File: config.mk
export PLATFORM = sky130hd
export DESIGN_NAME = mult_64_mac_issuer
export DESIGN_NICKNAME = d
export VERILOG_FILES = /design/src/rtl/poly_mul_pkg.sv /design/src/rtl/mac_res_fifo.sv /design/src/rtl/mult_64_mac_issuer.sv
export SDC_FILE = /design/constraint.sdc
export NUM_CORES = 1
export LEC_CHECK = 0
export CAP_MARGIN = 40
export CORE_MARGIN = 8
export CORE_UTILIZATION = 41
export DETAILED_ROUTE_END_ITERATION = 12
export GPL_TIMING_DRIVEN = 0
export MAX_ROUTING_LAYER = met4
export RECOVER_POWER = 50
export SYNTH_ARGS = -nofsm -noshare
export SYNTH_HDL_FRONTEND = slang
export SYNTH_SLANG_ARGS = --single-unit
File: constraint.sdc
create_clock -name clk -period 8 [get_ports clk]
set_input_delay 0.8 -clock clk [delete_from_list [all_inputs] [get_ports clk]]
set_output_delay 0.8 -clock clk [all_outputs]
set_load 0.005 [all_outputs]
File: src/rtl/poly_mul_pkg.sv
// Shared constants and types for the polynomial coefficient multiply/accumulate path.
package poly_mul_pkg;
    localparam int MUL_LAT   = 6;
    localparam int COEF_W    = 64;
    localparam int PROD_W    = 128;
    localparam int RES_SUM_W = 136;
    localparam int RES_CNT_W = 16;

    typedef struct packed {
        logic valid;
        logic last;
    } mac_tag_t;

    typedef struct packed {
        logic [RES_SUM_W-1:0] sum;
        logic [RES_CNT_W-1:0] count;
        logic                 ovf;
    } mac_res_t;
endpackage

File: src/rtl/mac_res_fifo.sv
// First-word-fall-through result FIFO with occupancy output; data reads as zero when empty.
module mac_res_fifo #(
    parameter int DW    = 1,
    parameter int DEPTH = 4,
    localparam int PW   = (DEPTH > 1) ? $clog2(DEPTH) : 1,
    localparam int OW   = $clog2(DEPTH + 1)
) (
    input  logic          clk,
    input  logic          rst_n,
    input  logic          push,
    input  logic [DW-1:0] push_data,
    input  logic          pop,
    output logic          out_valid,
    output logic [DW-1:0] out_data,
    output logic [OW-1:0] occupancy
);
    logic [DW-1:0] mem [0:DEPTH-1];
    logic [PW-1:0] wr_ptr_q, wr_ptr_d;
    logic [PW-1:0] rd_ptr_q, rd_ptr_d;
    logic [OW-1:0] occ_q, occ_d;
    logic          do_pop;

    always_comb begin
        do_pop   = pop & (occ_q != '0);
        wr_ptr_d = wr_ptr_q;
        rd_ptr_d = rd_ptr_q;
        occ_d    = occ_q;
        if (push)
            wr_ptr_d = (wr_ptr_q == PW'(DEPTH - 1)) ? '0 : wr_ptr_q + 1'b1;
        if (do_pop)
            rd_ptr_d = (rd_ptr_q == PW'(DEPTH - 1)) ? '0 : rd_ptr_q + 1'b1;
        case ({push, do_pop})
            2'b10:   occ_d = occ_q + 1'b1;
            2'b01:   occ_d = occ_q - 1'b1;
            default: occ_d = occ_q;
        endcase
    end

    always_ff @(posedge clk or negedge rst_n) begin
        if (!rst_n) begin
            wr_ptr_q <= '0;
            rd_ptr_q <= '0;
            occ_q    <= '0;
        end else begin
            wr_ptr_q <= wr_ptr_d;
            rd_ptr_q <= rd_ptr_d;
            occ_q    <= occ_d;
        end
    end

    // Storage needs no reset: the read port is masked while empty.
    always_ff @(posedge clk) begin
        if (push)
            mem[wr_ptr_q] <= push_data;
    end

    assign out_valid = (occ_q != '0);
    assign out_data  = out_valid ? mem[rd_ptr_q] : '0;
    assign occupancy = occ_q;
endmodule

File: src/rtl/mult_64_mac_issuer.sv
// Issues operand pairs to a fixed-latency 64x64 multiplier and accumulates products per group.
// Optional MAC_OVF_FLAG_EN adds a sticky per-group carry-out flag on out_ovf.
module mult_64_mac_issuer
    import poly_mul_pkg::*;
#(
    parameter int LAT       = MUL_LAT,
    parameter int ACC_W     = 136,
    parameter int CNT_W     = 16,
    parameter int RES_DEPTH = 4
) (
    input  logic              clk,
    input  logic              rst_n,
    input  logic              in_valid,
    output logic              in_ready,
    input  logic [COEF_W-1:0] in_a,
    input  logic [COEF_W-1:0] in_b,
    input  logic              in_last,
    output logic [COEF_W-1:0] mul_a,
    output logic [COEF_W-1:0] mul_b,
    input  logic [PROD_W-1:0] mul_p,
    output logic              out_valid,
    input  logic              out_ready,
    output logic [ACC_W-1:0]  out_sum,
    output logic [CNT_W-1:0]  out_count
`ifdef MAC_OVF_FLAG_EN
    ,
    output logic              out_ovf
`endif
);
`ifdef MAC_OVF_FLAG_EN
    localparam int RES_W = ACC_W + CNT_W + 1;
`else
    localparam int RES_W = ACC_W + CNT_W;
`endif
    localparam int OW = $clog2(RES_DEPTH + 1);

    logic [COEF_W-1:0] mul_a_q, mul_a_d, mul_b_q, mul_b_d;
    mac_tag_t          tag_q [0:LAT];
    mac_tag_t          tag_d [0:LAT];
    logic [ACC_W-1:0]  acc_q, acc_d, acc_sum;
    logic [CNT_W-1:0]  cnt_q, cnt_d, cnt_inc;
    logic              ready_en_q, ready_en_d;
    logic              accept, fire, push;
    logic [RES_W-1:0]  push_data, res_data;
    logic [OW-1:0]     occ;
    int                inflight_last;
`ifdef MAC_OVF_FLAG_EN
    logic              ovf_q, ovf_d, carry, ovf_next;
`endif

    always_comb begin
        accept     = in_valid & in_ready;
        ready_en_d = 1'b1;
        mul_a_d    = accept ? in_a : mul_a_q;
        mul_b_d    = accept ? in_b : mul_b_q;
        tag_d[0]   = '{valid: accept, last: accept & in_last};
        for (int i = 1; i <= LAT; i++)
            tag_d[i] = tag_q[i-1];
`ifdef MAC_OVF_FLAG_EN
        {carry, acc_sum} = {1'b0, acc_q} + (ACC_W + 1)'(mul_p);
        ovf_next         = ovf_q | carry;
`else
        acc_sum          = acc_q + ACC_W'(mul_p);
`endif
        cnt_inc = cnt_q + 1'b1;
        fire    = tag_q[LAT].valid;
        push    = fire & tag_q[LAT].last;
        acc_d   = acc_q;
        cnt_d   = cnt_q;
`ifdef MAC_OVF_FLAG_EN
        ovf_d     = ovf_q;
        push_data = {acc_sum, cnt_inc, ovf_next};
`else
        push_data = {acc_sum, cnt_inc};
`endif
        if (fire) begin
            acc_d = tag_q[LAT].last ? '0 : acc_sum;
            cnt_d = tag_q[LAT].last ? '0 : cnt_inc;
`ifdef MAC_OVF_FLAG_EN
            ovf_d = tag_q[LAT].last ? 1'b0 : ovf_next;
`endif
        end
    end

    // Every last beat still in the tag pipe owns a FIFO slot it will push into.
    always_comb begin
        inflight_last = 0;
        for (int i = 0; i <= LAT; i++)
            inflight_last = inflight_last + int'(tag_q[i].valid & tag_q[i].last);
    end

    assign in_ready = ready_en_q & (~in_last | ((int'(occ) + inflight_last) < RES_DEPTH));
    assign mul_a    = mul_a_q;
    assign mul_b    = mul_b_q;

    always_ff @(posedge clk or negedge rst_n) begin
        if (!rst_n) begin
            mul_a_q    <= '0;
            mul_b_q    <= '0;
            acc_q      <= '0;
            cnt_q      <= '0;
            ready_en_q <= 1'b0;
            for (int i = 0; i <= LAT; i++)
                tag_q[i] <= '0;
`ifdef MAC_OVF_FLAG_EN
            ovf_q      <= 1'b0;
`endif
        end else begin
            mul_a_q    <= mul_a_d;
            mul_b_q    <= mul_b_d;
            acc_q      <= acc_d;
            cnt_q      <= cnt_d;
            ready_en_q <= ready_en_d;
            tag_q      <= tag_d;
`ifdef MAC_OVF_FLAG_EN
            ovf_q      <= ovf_d;
`endif
        end
    end

    mac_res_fifo #(
        .DW    (RES_W),
        .DEPTH (RES_DEPTH)
    ) u_res_fifo (
        .clk       (clk),
        .rst_n     (rst_n),
        .push      (push),
        .push_data (push_data),
        .pop       (out_ready),
        .out_valid (out_valid),
        .out_data  (res_data),
        .occupancy (occ)
    );

`ifdef MAC_OVF_FLAG_EN
    assign {out_sum, out_count, out_ovf} = res_data;
`else
    assign {out_sum, out_count} = res_data;
`endif
endmodule

# After elaboration in Yosys (flattened, before gate mapping)
# Memory sizes are Yosys's and may differ from the RTL's.
# Cells that the tools add are included.
[word_totals]
wordCells = 65
memories = 1
out_inout_bits = 282
ram_bits = 608
register_bits = 302
[classes]
n_eq_ne = 4
n_bitwise = 14
reduce_logical = 2
mux = 8
addsub = 13
order_cmp = 1
[memory_table]
columns = ["name", "words", "width", "rd", "rd_clocked_by_memory_dff", "wr", "line_no", "source"]
rows = [
  ["u_res_fifo.mem", 4, 152, 1, 0, 1, "mac_res_fifo.sv:17", "logic [DW-1:0] mem [0:DEPTH-1];"],
]
[ops]
columns = ["operator", "n"]
rows = [
  ["152-bit two-way mux", 1],
  ["136-bit by 128-bit adder with 136-bit output", 1],
  ["136-bit two-way mux", 1],
  ["16-bit by 1-bit adder with 16-bit output (second input constant)", 1],
  ["16-bit two-way mux", 1],
  ["1-bit AND", 12],
  ["3-bit by 7-bit adder with 8-bit output", 1],
  ["8-bit by 3-bit < comparator with 1-bit output (second input constant)", 1],
  ["6-bit by 1-bit adder with 7-bit output", 1],
  ["5-bit by 1-bit adder with 6-bit output", 1],
  ["2-bit == test (second input constant)", 3],
  ["3-bit one-hot mux with 2 select lines", 1],
  ["4-bit by 1-bit adder with 5-bit output", 1],
  ["2-bit by 1-bit adder with 2-bit output (second input constant)", 2],
  ["3-bit by 1-bit adder with 4-bit output", 1],
  ["2-bit two-way mux", 2],
  ["2-bit by 1-bit adder with 3-bit output", 1],
  ["3-bit by 1-bit adder with 3-bit output (second input constant)", 1],
  ["3-bit nonzero test", 1],
  ["3-bit by 1-bit subtractor with 3-bit output (second input constant)", 1],
  ["1-bit by 1-bit adder with 2-bit output", 1],
  ["2-bit by 1-bit == test with 1-bit output (second input constant)", 1],
  ["1-bit two-way mux", 2],
  ["2-bit nonzero test", 1],
  ["other kinds (2)", 2],
]

# Logic depth before layout (Yosys ltp)
[logic_depth]
depth_word = 13
ltp_mapped = 15
depth_no_buf = 14

# Modules after synthesis
# A second synthesis with hierarchy kept.
[hier_totals]
hier_cells = 3550
area_unflattened_um2 = 44114.8
[by_module_without_submodules]
columns = ["module", "area_per_inst_um2", "cells_each", "n_inst"]
rows = [
  ["mac_res_fifo", 23331.1, 1001, 1],
  ["mult_64_mac_issuer", 20783.7, 2549, 1],
]

# Worst setup path before layout
# Ideal clock, no wire load.
[synth_timing]
path_type = "flip-flop to flip-flop"
from = "register tag_q, in the netlist fire"
to = "memory u_res_fifo.mem[1][0] (netlist name), enable pin"
required_time_ns = 7.469
setup_ns = 0.531
slack_ns = 3.060
stages_incl_launch_ff = 4
path_buffers = 2
arrival_ns = 4.410
synth_period_minus_slack_ns = 4.940
path_cell_list = "dfrtp_1 > buf_4 > clkbuf_1 > and3_1"
[synth_via]
elab_chain_cells = 3
[synth_rtl]
columns = ["element", "line_no", "source"]
rows = [
  ["start, declared", "mult_64_mac_issuer.sv:38", "mac_tag_t tag_q [0:LAT];"],
  ["start signal, assigned", "mult_64_mac_issuer.sv:114", "tag_q <= tag_d;"],
  ["1-bit AND", "mult_64_mac_issuer.sv:67", "push = fire & tag_q[LAT].last;"],
  ["1-bit two-way mux", "mac_res_fifo.sv:53", "if (push)"],
  ["1-bit two-way mux (implied by the code)", "mac_res_fifo.sv:54", "mem[wr_ptr_q] <= push_data;"],
  ["end, declared", "mac_res_fifo.sv:17", ""],
]
# Every way passes these cells.

# Worst setup path after layout
[layout_timing]
from = "register tag_q[0] (netlist name)"
to = "memory u_res_fifo.mem[3][95] (netlist name), enable pin"
# The elaborated chain is that of the path after synthesis.

==> results.py <==
metrics = {
    "finish": {
        "stdcell_count": 5627,
        "final_layout_size_suffix_gt1_share_pct": 8.48,
        "final_nets": 4558,
        "areaGrowthSynthToFinish_pct": 25.0,
        "num-fill-cells": 9303,
        "fin_area_sq_um": 54300,
    },
    "place": {
        "place.gp.congestion": 0.943,
        "portBuffers": 542,
        "dpl.cell_count": 5444,
        "hpwlAfterDp_microns": 103000,
        "placed_area_sq_um": 51400,
    },
    "synthesis": {
        "synth-seq-cells": 910,
        "syn_nets": 3876,
        "yosys.area.top_type_share_pct": 42.0,
        "ys_seq_area_share_pct": 59.4,
        "yosysMostFrequentCell": "edfxtp_1",
        "synthTopCellsByArea": "edfxtp_1 (42%), dfrtp_1 (17%), mux4_2 (7.9%)",
        "synth_commonest_cells": "edfxtp_1 (608), nand2_1 (589), dfrtp_1 (302)",
        "netlist_area_sq_um": 43400,
        "yosys_warnings": 0,
        "syn_area_per_cell_sq_um": 12.5,
        "synthFlopType": "edfxtp_1",
        "postSynthCellCount": 3470,
        "async_flop_share_pct": 33.2,
        "synth_enable_flop_cells": 608,
        "synth.largest_area_cell": "edfxtp_1",
        "ys_types": 75,
    },
    "sta": {
        "rsz0062_at_grt": "no",
        "slew_headroom_pct": -104,
        "finalHoldViolations": 0,
        "fin_crit_sh_pct": 69.2,
        "max_slew.worst_pin.slew_ps": 3050,
        "setup_viol": 0,
        "fmax_mhz": 181,
        "finClkSkew_ps": 31.3,
        "fin_crit_ps": 5530,
        "fin_hold_ws_ps": 370,
        "final_max_slew_viol_count": 365,
    },
    "status": {
        "status": "complete, but fails checks",
        "violations": "max-capacitance violations, max-slew violations",
    },
    "setup_path": {
        "crit_type": "register to register",
        "slowest_stage": "clkbuf_1",
        "end_kind": "register",
        "reg2reg_depth": 5,
        "reg2reg_from": "tag_q[0]",
        "cp_data_required_time_ps": 8320,
        "cp_common_cell": "clkbuf_1",
        "r2r_slack_ps": 2470,
        "crit_chain": "clkbuf_1, clkbuf_1, and3_1, clkbuf_1, buf_16",
        "crit_fanout": 43,
        "reg2reg_to": "u_res_fifo.mem[3][95]",
        "cp-start-kind": "register",
        "slowest_delay_ps": 1940,
        "arrival_ps": 5860,
    },
    "floorplan": {
        "placementRows": 119,
        "core_area_sq_um": 105000,
        "dieArea_sq_um": 117000,
        "floorplan.initialDensity_pct": 41.3,
        "die_y_microns": 341,
        "die_w_microns": 341,
        "pin_count": 543,
    },
    "global_route": {
        "track_usage_pct": 23.2,
        "overflow": 0,
        "antenna_found_initial": 6,
        "grt_pass1_wl_microns": 201000,
        "grt_pass1_vias": 31700,
        "grt_max_degree": 112,
    },
    "min_path": {
        "hold_start": "tag_d[7]",
        "hold_depth": 0,
        "min_path_type": "register to register",
        "hold_path_end": "tag_d[5]",
    },
    "routing": {
        "dr.pass1.iters": 6,
        "ant_nets": 0,
        "wl_microns": 134000,
        "routedWlPerCell_microns": 23.9,
        "drt-initial-drc-count": 2233,
        "drc": 0,
        "via_per_inst": 5.46,
        "route.vias.total": 30700,
    },
    "clock_tree": {
        "clockBufferDepth": 3,
        "cts-buffers-inserted": 96,
        "cts.repair.resized": 0,
        "cts_hold_buf": 1,
        "cts.sinks": 910,
        "cts_tree": "done",
        "cts.htree.levels": 3,
        "cts.clk_slew.worst_paths_ps": 60,
        "root_buffer": "clkbuf_16",
        "cts_setup_buffers": 0,
        "clock_latency_ps": 680,
    },
    "power": {
        "p_leak_nw": 20.7,
        "irDropWorstVdd_mv": 0.176,
        "powerDensity_nw_per_um2": 380,
    },
    "job": {
        "cap_viol_max_count": 10,
    },
}
==> report_power, final <==
part	total, W	internal [W]	switching [W]	leakage (nW)
sequential	0.00685	0.00652	0.000336	9.24
clock	0.00444	0.00257	0.00186	1.51
combinational	0.00935	0.00399	0.00536	9.98
total	0.0206	0.0131	0.00756	20.7
==> kinds of logic (layout without fill, tap and decap cells) <==
| kind of cell | Yosys count | count (layout) | share of synthesized area (%) |
|---|---|---|---|
| AOI/OAI and AO/OA | 741 | 741 | 11.4 |
| xor gates and xnor gates | 147 | 147 | 2.96 |
| adders and majority gates | 145 | 145 | 4.26 |
| buffers and inverters | 247 | 1010 | 2.16 |
| DFF | 910 | 910 | 59.4 |
| muxes | 157 | 157 | 8.00 |
| other | 1 | 4 | 0.00864 |
| and+or+nand+nor | 1122 | 1122 | 11.8 |
==> layout by cell type (no fill, tap or decap), types with 18 or more instances in the layout <==
cell and instances:
xor2_1 67, buf_1 18, a21oi_1 199, a22o_1 122
nand3_1 36, and2_1 163, clkbuf_1 200, nand2_1 589
a31oi_1 18, nor3_1 35, ha_1 140, dfrtp_1 302
nor2_1 145, o21a_1 23, dlygate4sd3_1 132, and3_1 18
xnor2_1 80, clkdlybuf4s50_1 410, nand4_1 66, edfxtp_1 608
inv_1 61, o21bai_1 36, o21ai_0 151, clkbuf_16 97
nor2b_1 19, a21o_1 68, mux4_2 152
==> critical path: cells and delay by family (launching register included) <==
family,cells,cell delay (ps)
flip-flops,1,320
buffers and inverters,4,3090
AND/OR/NAND/NOR,1,1690
==> registers in the layout, summed over array words and instances (netlist names) <==
register              flops
mul_a                    64
acc_q                   136
u_res_fifo.rd_ptr_q       2
u_res_fifo.occupancy      3
mul_b                    64
fire                      1
cnt_q                    16
tag_q                     1
tag_d                    12
ready_en_q                1
u_res_fifo.mem          608
u_res_fifo.wr_ptr_q       2
==> worst max-delay path by stage <==
stage	from	end	slack [ps]	cells past startpoint
after floorplan	fire	u_res_fifo.mem[1][0]	3060	3
after global placement	rst_n	acc_q[119]	-8620	1
after detailed placement	mul_p[0]	acc_q[120]	2370	15
after CTS	u_res_fifo.rd_ptr_q[0]	out_sum[131]	3010	7
after global routing	tag_q[0]	u_res_fifo.mem[3][95]	2090	5
final	tag_q[0]	u_res_fifo.mem[3][95]	2470	5
==> per-layer routing <==
layer | up-vias | global-route usage [%] | part of all wire, %
met3 | 194 | 4.55 | 6.2
met5 | - | - | 0
li1 | 14300 | - | -
met1 | 15300 | 29.0 | 41
met2 | 985 | 38.5 | 49
met4 | 0 | 6.62 | 3.0
==> area by class of cell <==
| type | count | area (sq um) | area share [%] |
|---|---|---|---|
| sequential | 910 | 25800 | 47.6 |
| multi-input combinational | 2313 | 16700 | 30.7 |
| timing repair buffer | 584 | 5970 | 11.0 |
| clock buffer | 134 | 2690 | 4.95 |
| tap | 1391 | 1740 | 3.21 |
| buffer | 186 | 704 | 1.30 |
| clock inverter | 45 | 434 | 0.800 |
| inverter | 61 | 229 | 0.422 |
| antenna | 3 | 7.51 | 0.0138 |
==> per-stage QoR <==
stage	setup TNS (ps)	setup slack, ps	utilization (%)	total power [W]
after floorplan	0	3060	-	0.0123
after global placement	-2931800	-8620	48.1	0.0162
after detailed placement	0	2370	48.9	0.0164
after CTS	0	3010	51.8	0.0209
after global routing	0	2090	51.6	0.0219
final	0	2470	51.6	0.0206
No activity file was read; power rests on OpenSTA's default activity.
